### src/rtl/alu_resp_unit.sv
// ALU with a 2-entry response FIFO and a saturating overflow counter.
// Results are computed on the accept edge and presented from the FIFO head.
module alu_resp_unit #(
    parameter int unsigned CNT_W = 8
) (
    input  logic             clk,
    input  logic             rst,
    input  logic             req_valid,
    output logic             req_ready,
    input  logic [31:0]      req_a,
    input  logic [31:0]      req_b,
    input  logic [2:0]       req_op,
    input  logic             req_unsig,
    output logic             rsp_valid,
    input  logic             rsp_ready,
    output logic [31:0]      rsp_result,
    output logic             rsp_overflow,
    output logic             rsp_compout,
    output logic             rsp_illegal,
    input  logic             stat_clr,
    output logic [CNT_W-1:0] ovf_count
);

    localparam int unsigned DATA_W = 32;
    localparam int unsigned DEPTH  = 2;
    localparam int unsigned CNT_FW = 2;

    localparam logic [2:0] OP_AND = 3'b000;
    localparam logic [2:0] OP_OR  = 3'b001;
    localparam logic [2:0] OP_ADD = 3'b010;
    localparam logic [2:0] OP_NOR = 3'b100;
    localparam logic [2:0] OP_XOR = 3'b101;
    localparam logic [2:0] OP_SUB = 3'b110;

    typedef struct packed {
        logic [DATA_W-1:0] result;
        logic              overflow;
        logic              compout;
        logic              illegal;
    } rsp_entry_t;

    rsp_entry_t        mem_q [0:DEPTH-1];
    logic [CNT_FW-1:0] count_q;
    logic              wr_ptr_q;
    logic              rd_ptr_q;
    logic [CNT_W-1:0]  ovf_count_q;

    rsp_entry_t        new_entry;
    rsp_entry_t        head;
    logic [DATA_W:0]   add_full;
    logic [DATA_W:0]   sub_full;
    logic              accept;
    logic              dequeue;

    // Operation datapath; bit DATA_W of sub_full is the unsigned borrow
    always_comb begin
        add_full  = {1'b0, req_a} + {1'b0, req_b};
        sub_full  = {1'b0, req_a} - {1'b0, req_b};
        new_entry = '0;
        new_entry.compout = req_unsig ? (req_a < req_b)
                                      : ($signed(req_a) < $signed(req_b));
        case (req_op)
            OP_AND: new_entry.result = req_a & req_b;
            OP_OR:  new_entry.result = req_a | req_b;
            OP_NOR: new_entry.result = ~(req_a | req_b);
            OP_XOR: new_entry.result = req_a ^ req_b;
            OP_ADD: begin
                new_entry.result   = add_full[DATA_W-1:0];
                new_entry.overflow = req_unsig ? add_full[DATA_W]
                    : ((req_a[DATA_W-1] == req_b[DATA_W-1]) &&
                       (add_full[DATA_W-1] != req_a[DATA_W-1]));
            end
            OP_SUB: begin
                new_entry.result   = sub_full[DATA_W-1:0];
                new_entry.overflow = req_unsig ? sub_full[DATA_W]
                    : ((req_a[DATA_W-1] != req_b[DATA_W-1]) &&
                       (sub_full[DATA_W-1] != req_a[DATA_W-1]));
            end
            default: new_entry.illegal = 1'b1;
        endcase
    end

    assign req_ready = !rst && (count_q != CNT_FW'(DEPTH));
    assign rsp_valid = (count_q != '0);
    assign accept    = req_valid && req_ready;
    assign dequeue   = rsp_valid && rsp_ready;

    assign head         = mem_q[rd_ptr_q];
    assign rsp_result   = head.result;
    assign rsp_overflow = head.overflow;
    assign rsp_compout  = head.compout;
    assign rsp_illegal  = head.illegal;
    assign ovf_count    = ovf_count_q;

    // FIFO storage, pointers and occupancy
    always_ff @(posedge clk) begin
        if (rst) begin
            mem_q[0] <= '0;
            mem_q[1] <= '0;
            count_q  <= '0;
            wr_ptr_q <= 1'b0;
            rd_ptr_q <= 1'b0;
        end else begin
            if (accept) begin
                mem_q[wr_ptr_q] <= new_entry;
                wr_ptr_q        <= ~wr_ptr_q;
            end
            if (dequeue) begin
                rd_ptr_q <= ~rd_ptr_q;
            end
            case ({accept, dequeue})
                2'b10:   count_q <= count_q + CNT_FW'(1);
                2'b01:   count_q <= count_q - CNT_FW'(1);
                default: count_q <= count_q;
            endcase
        end
    end

    // Overflow statistics: clear wins over increment, saturates at all-ones
    always_ff @(posedge clk) begin
        if (rst) begin
            ovf_count_q <= '0;
        end else if (stat_clr) begin
            ovf_count_q <= '0;
        end else if (accept && new_entry.overflow && (ovf_count_q != '1)) begin
            ovf_count_q <= ovf_count_q + CNT_W'(1);
        end
    end

endmodule

### config.mk
export PLATFORM = sky130hd
export DESIGN_NAME = alu_resp_unit
export DESIGN_NICKNAME = d
export VERILOG_FILES = /design/src/rtl/alu_resp_unit.sv
export SDC_FILE = /design/constraint.sdc
export NUM_CORES = 1
export LEC_CHECK = 0
export CAP_MARGIN = 5
export CORE_ASPECT_RATIO = 0.7
export CORE_MARGIN = 4
export CORE_UTILIZATION = 26
export CTS_CLUSTER_DIAMETER = 30
export DETAILED_ROUTE_END_ITERATION = 6
export HOLD_SLACK_MARGIN = 0.1
export MAX_ROUTING_LAYER = met4
export PLACE_DENSITY = 0.47
export SLEW_MARGIN = 20
export SYNTH_ARGS = -nofsm -noshare
export SYNTH_HDL_FRONTEND = slang
export SYNTH_SLANG_ARGS = --single-unit
export TNS_END_PERCENT = 20
### constraint.sdc
create_clock -name clk -period 5.04 [get_ports clk]
set_input_delay 1.008 -clock clk [delete_from_list [all_inputs] [get_ports clk]]
set_output_delay 1.008 -clock clk [all_outputs]
set_load 0.02 [all_outputs]
After elaboration in Yosys (flattened, before gate mapping) --
Memory sizes are Yosys's and may differ from the RTL's. A register that Yosys moved wholly into a read port is not among the register bits. Index checks and enable logic that the tools add are counted.
Word-level totals: bits in registers 12, latch bits 0, memory bits (writable) 70, bits in read-only memories 0, bits of input ports 73, output and inout port bits 45, logic and storage cells 62, memories kept 1
Cells by class: $add $sub $neg 5, multiply operators 0, div/mod/pow operators 0, $lt $le $gt $ge 2, equality and inequality tests 13, shift operators 0, muxes and demuxes 17, bitwise gates (word level) 6, reductions and logical operators 14
Memories:
- mem_q | words 2, width 35, read ports 1, clocked after memory_dff 1, wr ports 2, line 42 | rsp_entry_t mem_q [0:DEPTH-1];
Operators with widths (number):
- one-hot mux 32 bit (6 select lines) | 1
- less-than comparator 32 bit | 2
- 2-to-1 mux 35 bit | 1
- OR reduction 35 bit | 1
- adder 32 x 32 -> 33 bit | 1
- subtractor 32 x 32 -> 33 bit | 1
- bitwise AND 32 bit | 1
- NOT 32 bit | 1
- bitwise OR 32 bit | 1
- bitwise XOR 32 bit | 1
- 2-to-1 mux 1 bit | 13
- == test 3 bit (second input constant) | 3
- adder 8 x 1 -> 8 bit (second input constant) | 1
- != test 8 bit (second input constant) | 1
- logical AND 1 bit | 7
- OR reduction 6 bit | 1
- one-hot mux 2 bit (2 select lines) | 1
- nonzero test 2 bit | 2
- == test 3 x 1 -> 1 bit (second input constant) | 1
- == test 3 x 2 -> 1 bit (second input constant) | 1
- zero test 3 bit | 1
- != test 1 bit | 3
- adder 2 x 1 -> 2 bit (second input constant) | 1
- == test 2 x 1 -> 1 bit (second input constant) | 1
- 8 further kinds | 9

Depth between registers and ports, before layout --
depth after elaboration 8, depth in mapped cells 14, gate-level depth less buffers 13

Least setup slack after synthesis --
No wires, ideal clock.
kind input to register, start point in req_a[0], end point reg ovf_count_q[2] (netlist: ovf_count[2]), setup time 0.115 ns, arrival time 3.756 ns, data required time 4.925 ns, setup slack 1.169 ns, stages on the path 13, buffers on the path 1, cell sequence ha_1 fa_1 a21o_1 a221oi_2 a211o_2 a31oi_4 o21bai_2 a21oi_1 o41a_2 a221oi_2 buf_6 nor3_1 o21a_1
Between the ends: cells in the longest elaborated chain, start to end 7, elaborated cells between the ends (all ways) 11, classes of those cells 2 x add/sub; 2 x eq/ne; 3 x mux; 4 x reduce/logical
RTL lines:
- from (decl) | line 10 | input logic [31:0] req_a,
- subtractor 32 x 32 -> 33 bit / adder 32 x 32 -> 33 bit (equally long branches) | line 58, 57
- != test 1 bit (on tied branches) | line 77, 71
- logical AND 1 bit (on tied branches) | line 76, 70
- 2-to-1 mux 1 bit (on tied branches) | line 75, 69
- one-hot mux 1 bit (2 select lines) (*) | line 62 | case (req_op)
- logical AND 1 bit (*) (2 in a row) | line 125 | end else if (accept && new_entry.overflow && (ovf_count_q != '1)) begin
- to (signal assigned) | line 126 | ovf_count_q <= ovf_count_q + CNT_W'(1);
- to (decl) | line 46 | logic [CNT_W-1:0] ovf_count_q;
Mark *: on every way between the ends. The rest lies on a longest branch, timed or not. A chain may end at the register's enable or synchronous reset.

==> metrics.md <==
| Metric | Value |
|---|---|
| Run status | finished, final reports clean |
| TritonCTS buffer count | 9 |
| Setup violations, final | 0 |
| Most frequent cells after synthesis | nor2_1 (181), a21oi_1 (126), ha_1 (102) |
| Pleak | around 4.6 nW |
| Crit path time final | ~4.6 ns |
| Syn_area_per_cell | slightly above 8 µm² |
| Reg2Reg Setup Slack | 2.61 ns |
| Longest Clk Path Bufs | 2 |
| Critical Path Source | req_a[0] |
| FFs w/ async S/R, synth | 0 |
| RSZ-0062 raised after global routing | no |
| N_diodes | 0 |
| Share of post-route cells with drive strength above 1 | 0.1286 |
| Vias per cell | 5.012 |
| Hold Vio Cnt, Final | 0 |
| Area grow syn2layout | 21.69% |
| Setup crit start kind | input port |
| Seq/Total Area, Yosys | 0.2536 |
| Netlist cell types | 90 |
| DR pass1 iterations | 5 |
| Gates resized, CTS repair | 0 |
| Post-synth EDFFs | 70 |
| H-tree Lvls | 3 |
| Period utilization | 0.9154 |
| Placed cell area | around 0.011 mm² |
| GRT overflow | 0 |
| Crit Reg-Reg Endpoint | mem_q[0][6] |
| Synthesis Warnings | 0 |
| Primary FF master, synth | edfxtp_1 |
| Clk_lat worst skew | 0.33 ns |
| Routability cong. | 0.8943 |
| Routed wire per std cell | 18.46 µm |
| Drt initial violations | 619 |
| Power per cell area | 256.0 mW/mm² |
| IO Count | 118 |
| Postcts setup bufs | 0 |
| Detailed Route WL | 31,400 µm |
| Syn Nets | 1,304 |
| Core area | between 0.03 and 0.04 mm² |
| Die extent in x | about 230 µm |
| Critical Path End Type | flip-flop |
| Final Max Tran Viols | 0 |
| Post-DP HPWL | 24,330 µm |
| Cell Rows | 57 |
| Highest net fanout along the worst path | 4 |
| FF-to-FF Start | count_q[0] |
| Antenna violations before repair | 0 |
| Die H | 166.4 µm |
| Starting Density | 0.2661 |
| Kind of critical path | input port to flip-flop |
| Largest net degree at the start of global routing | 90 |
| Mapped cell area | 0.009316 mm² |
| Final TNS setup | 0 ns |
| Biggest area consumer among synthesized cells | edfxtp_1 |
| CP arrival | 4.80 ns |
| Vias post-DR | 8,525 |
| CTS Hold Bufs | 0 |
| Final net count | 1,401 |
| Port bufs | about 120 |
| Yosys top cell area share | 0.2256 |
| Antenna-violating nets left | 0 |
| Clk slew on worst S/H paths | 0.06 ns |
| Setup Skew | 0.005672 ns |
| Drt drc | 0 |
| Max Clk Rate | 216.8 MHz |
| R2R depth | 6 |
| FF+latch count, synth | 83 |
| Worst hold path type | flip-flop to flip-flop |
| Vias in the first global route | 8,118 |
| Area contributors post-synth | edfxtp_1 (23%), ha_1 (14%), mux2_2 (7.4%) |
| Clock tree sinks | between 80 and 90 |
| Worst-case vdd ir drop | approximately 0.21 mV |
| Crit path required time | between 5 and 6 ns |
| Global-route wire length before repair | 48,440 µm |
| Most common cell in the netlist | nor2_1 |
| Die Area | 0.03897 mm² |
| Post-Layout Inst Area | 0.01134 mm² |
| GRT Resource Usage Total | 0.1618 |
| Worst-Margin Slew | 0.8082 ns |
| Power Total | around 0.0029 W |
| # Max-Cap Violations | 0 |
| Crit path to | mem_q[1][33] |
| Max-slew headroom | 0.4612 |
| Clock Root Buffer | clkbuf_16 |
| CTS tree | done |
| Gate Count Post-Synth | ~1,100 |
[per-stage QoR]
stage               setup WS (ns)  hold WS (ns)  cells    util
floorplan                   1.169        0.4449   1127       -
global placement           0.1495        0.4581   1685  0.3146
detailed placement         0.1505        0.4617   1685  0.3146
CTS                        0.4634        0.4709   1701  0.3238
global route               0.2074        0.4814   1701  0.3238
finish                     0.4266        0.4704   1701  0.3238
[worst min-delay path by stage]
stage | from | end | cells past startpoint
after global routing | wr_ptr_q | wr_ptr_q | 2
after detailed placement | wr_ptr_q | wr_ptr_q | 2
after floorplan | wr_ptr_q | wr_ptr_q | 2
after CTS | wr_ptr_q | wr_ptr_q | 2
after global placement | wr_ptr_q | wr_ptr_q | 2
final | wr_ptr_q | wr_ptr_q | 2
[report_power, final]
group          internal [W]  switching (W)  total (W)
Combinational      0.000588       0.000772    0.00136
Clock              0.000435       0.000260   0.000695
Sequential         0.000813      0.0000347   0.000847
Total               0.00184        0.00107    0.00290
[cells by family after synthesis]
kind of cell | after synthesis | synth area share
compound gates | 349 | 0.2534
xor+xnor | 32 | 0.03008
buf+inv | 173 | 0.08192
mux | 68 | 0.08125
fa+ha+maj | 104 | 0.1413
flops | 83 | 0.2536
simple gates | 318 | 0.1585
[critical path, cell delays in order]
cell             delay [ns]
clkdlybuf4s50_1        0.49
ha_1                   0.31
fa_1                   0.45
a21o_1                 0.24
a221oi_2               0.41
a211o_2                0.26
a31oi_4                0.12
o21ai_0                0.39
or4b_1                 0.48
o311a_1                0.15
a32o_1                 0.22
o2bb2ai_1              0.16
nor2_1                 0.10
[sequential cells by signal (all words and copies together) (netlist names), named ones only]
| register | count |
|---|---|
| rd_ptr_q | 1 |
| mem_q | 70 |
| count_q | 2 |
| ovf_count | 8 |
| wr_ptr_q | 1 |
[area by class of cell]
type | count | area (µm²)
clock buffer | 10 | 229.0
clock inverter | 6 | 90.09
fill | 3644 | 23680
inverter | 102 | 382.9
multi-input combinational | 871 | 6193
sequential | 83 | 2362
tap | 472 | 590.6
timing repair buffer | 157 | 1489
[layout by cell type (no fill, tap or decap), types with 13 or more instances in the layout]
| master | n |
|---|---|
| nor2_1 | 181 |
| a21oi_1 | 126 |
| clkdlybuf4s50_1 | 115 |
| ha_1 | 102 |
| inv_1 | 101 |
| edfxtp_1 | 70 |
| mux2_2 | 61 |
| nand2_1 | 43 |
| a211oi_1 | 43 |
| o21ai_0 | 39 |
| buf_4 | 39 |
| xnor2_1 | 27 |
| nand3_1 | 20 |
| o31ai_1 | 18 |
| a21o_1 | 15 |
| nor3_1 | 14 |
| dfxtp_1 | 13 |
[metal layers]
| layer | vias to the layer above | routed length [µm] | global-route usage |
|---|---|---|---|
| li1 | 4237 | - | - |
| met1 | 3984 | 16810 | 0.2626 |
| met2 | 291 | 12020 | 0.2078 |
| met3 | 13 | 2388 | 0.02761 |
| met4 | 0 | 184 | 0.02194 |
| met5 | - | 0 | - |
Note: power is estimated with default switching activity, not from simulation.
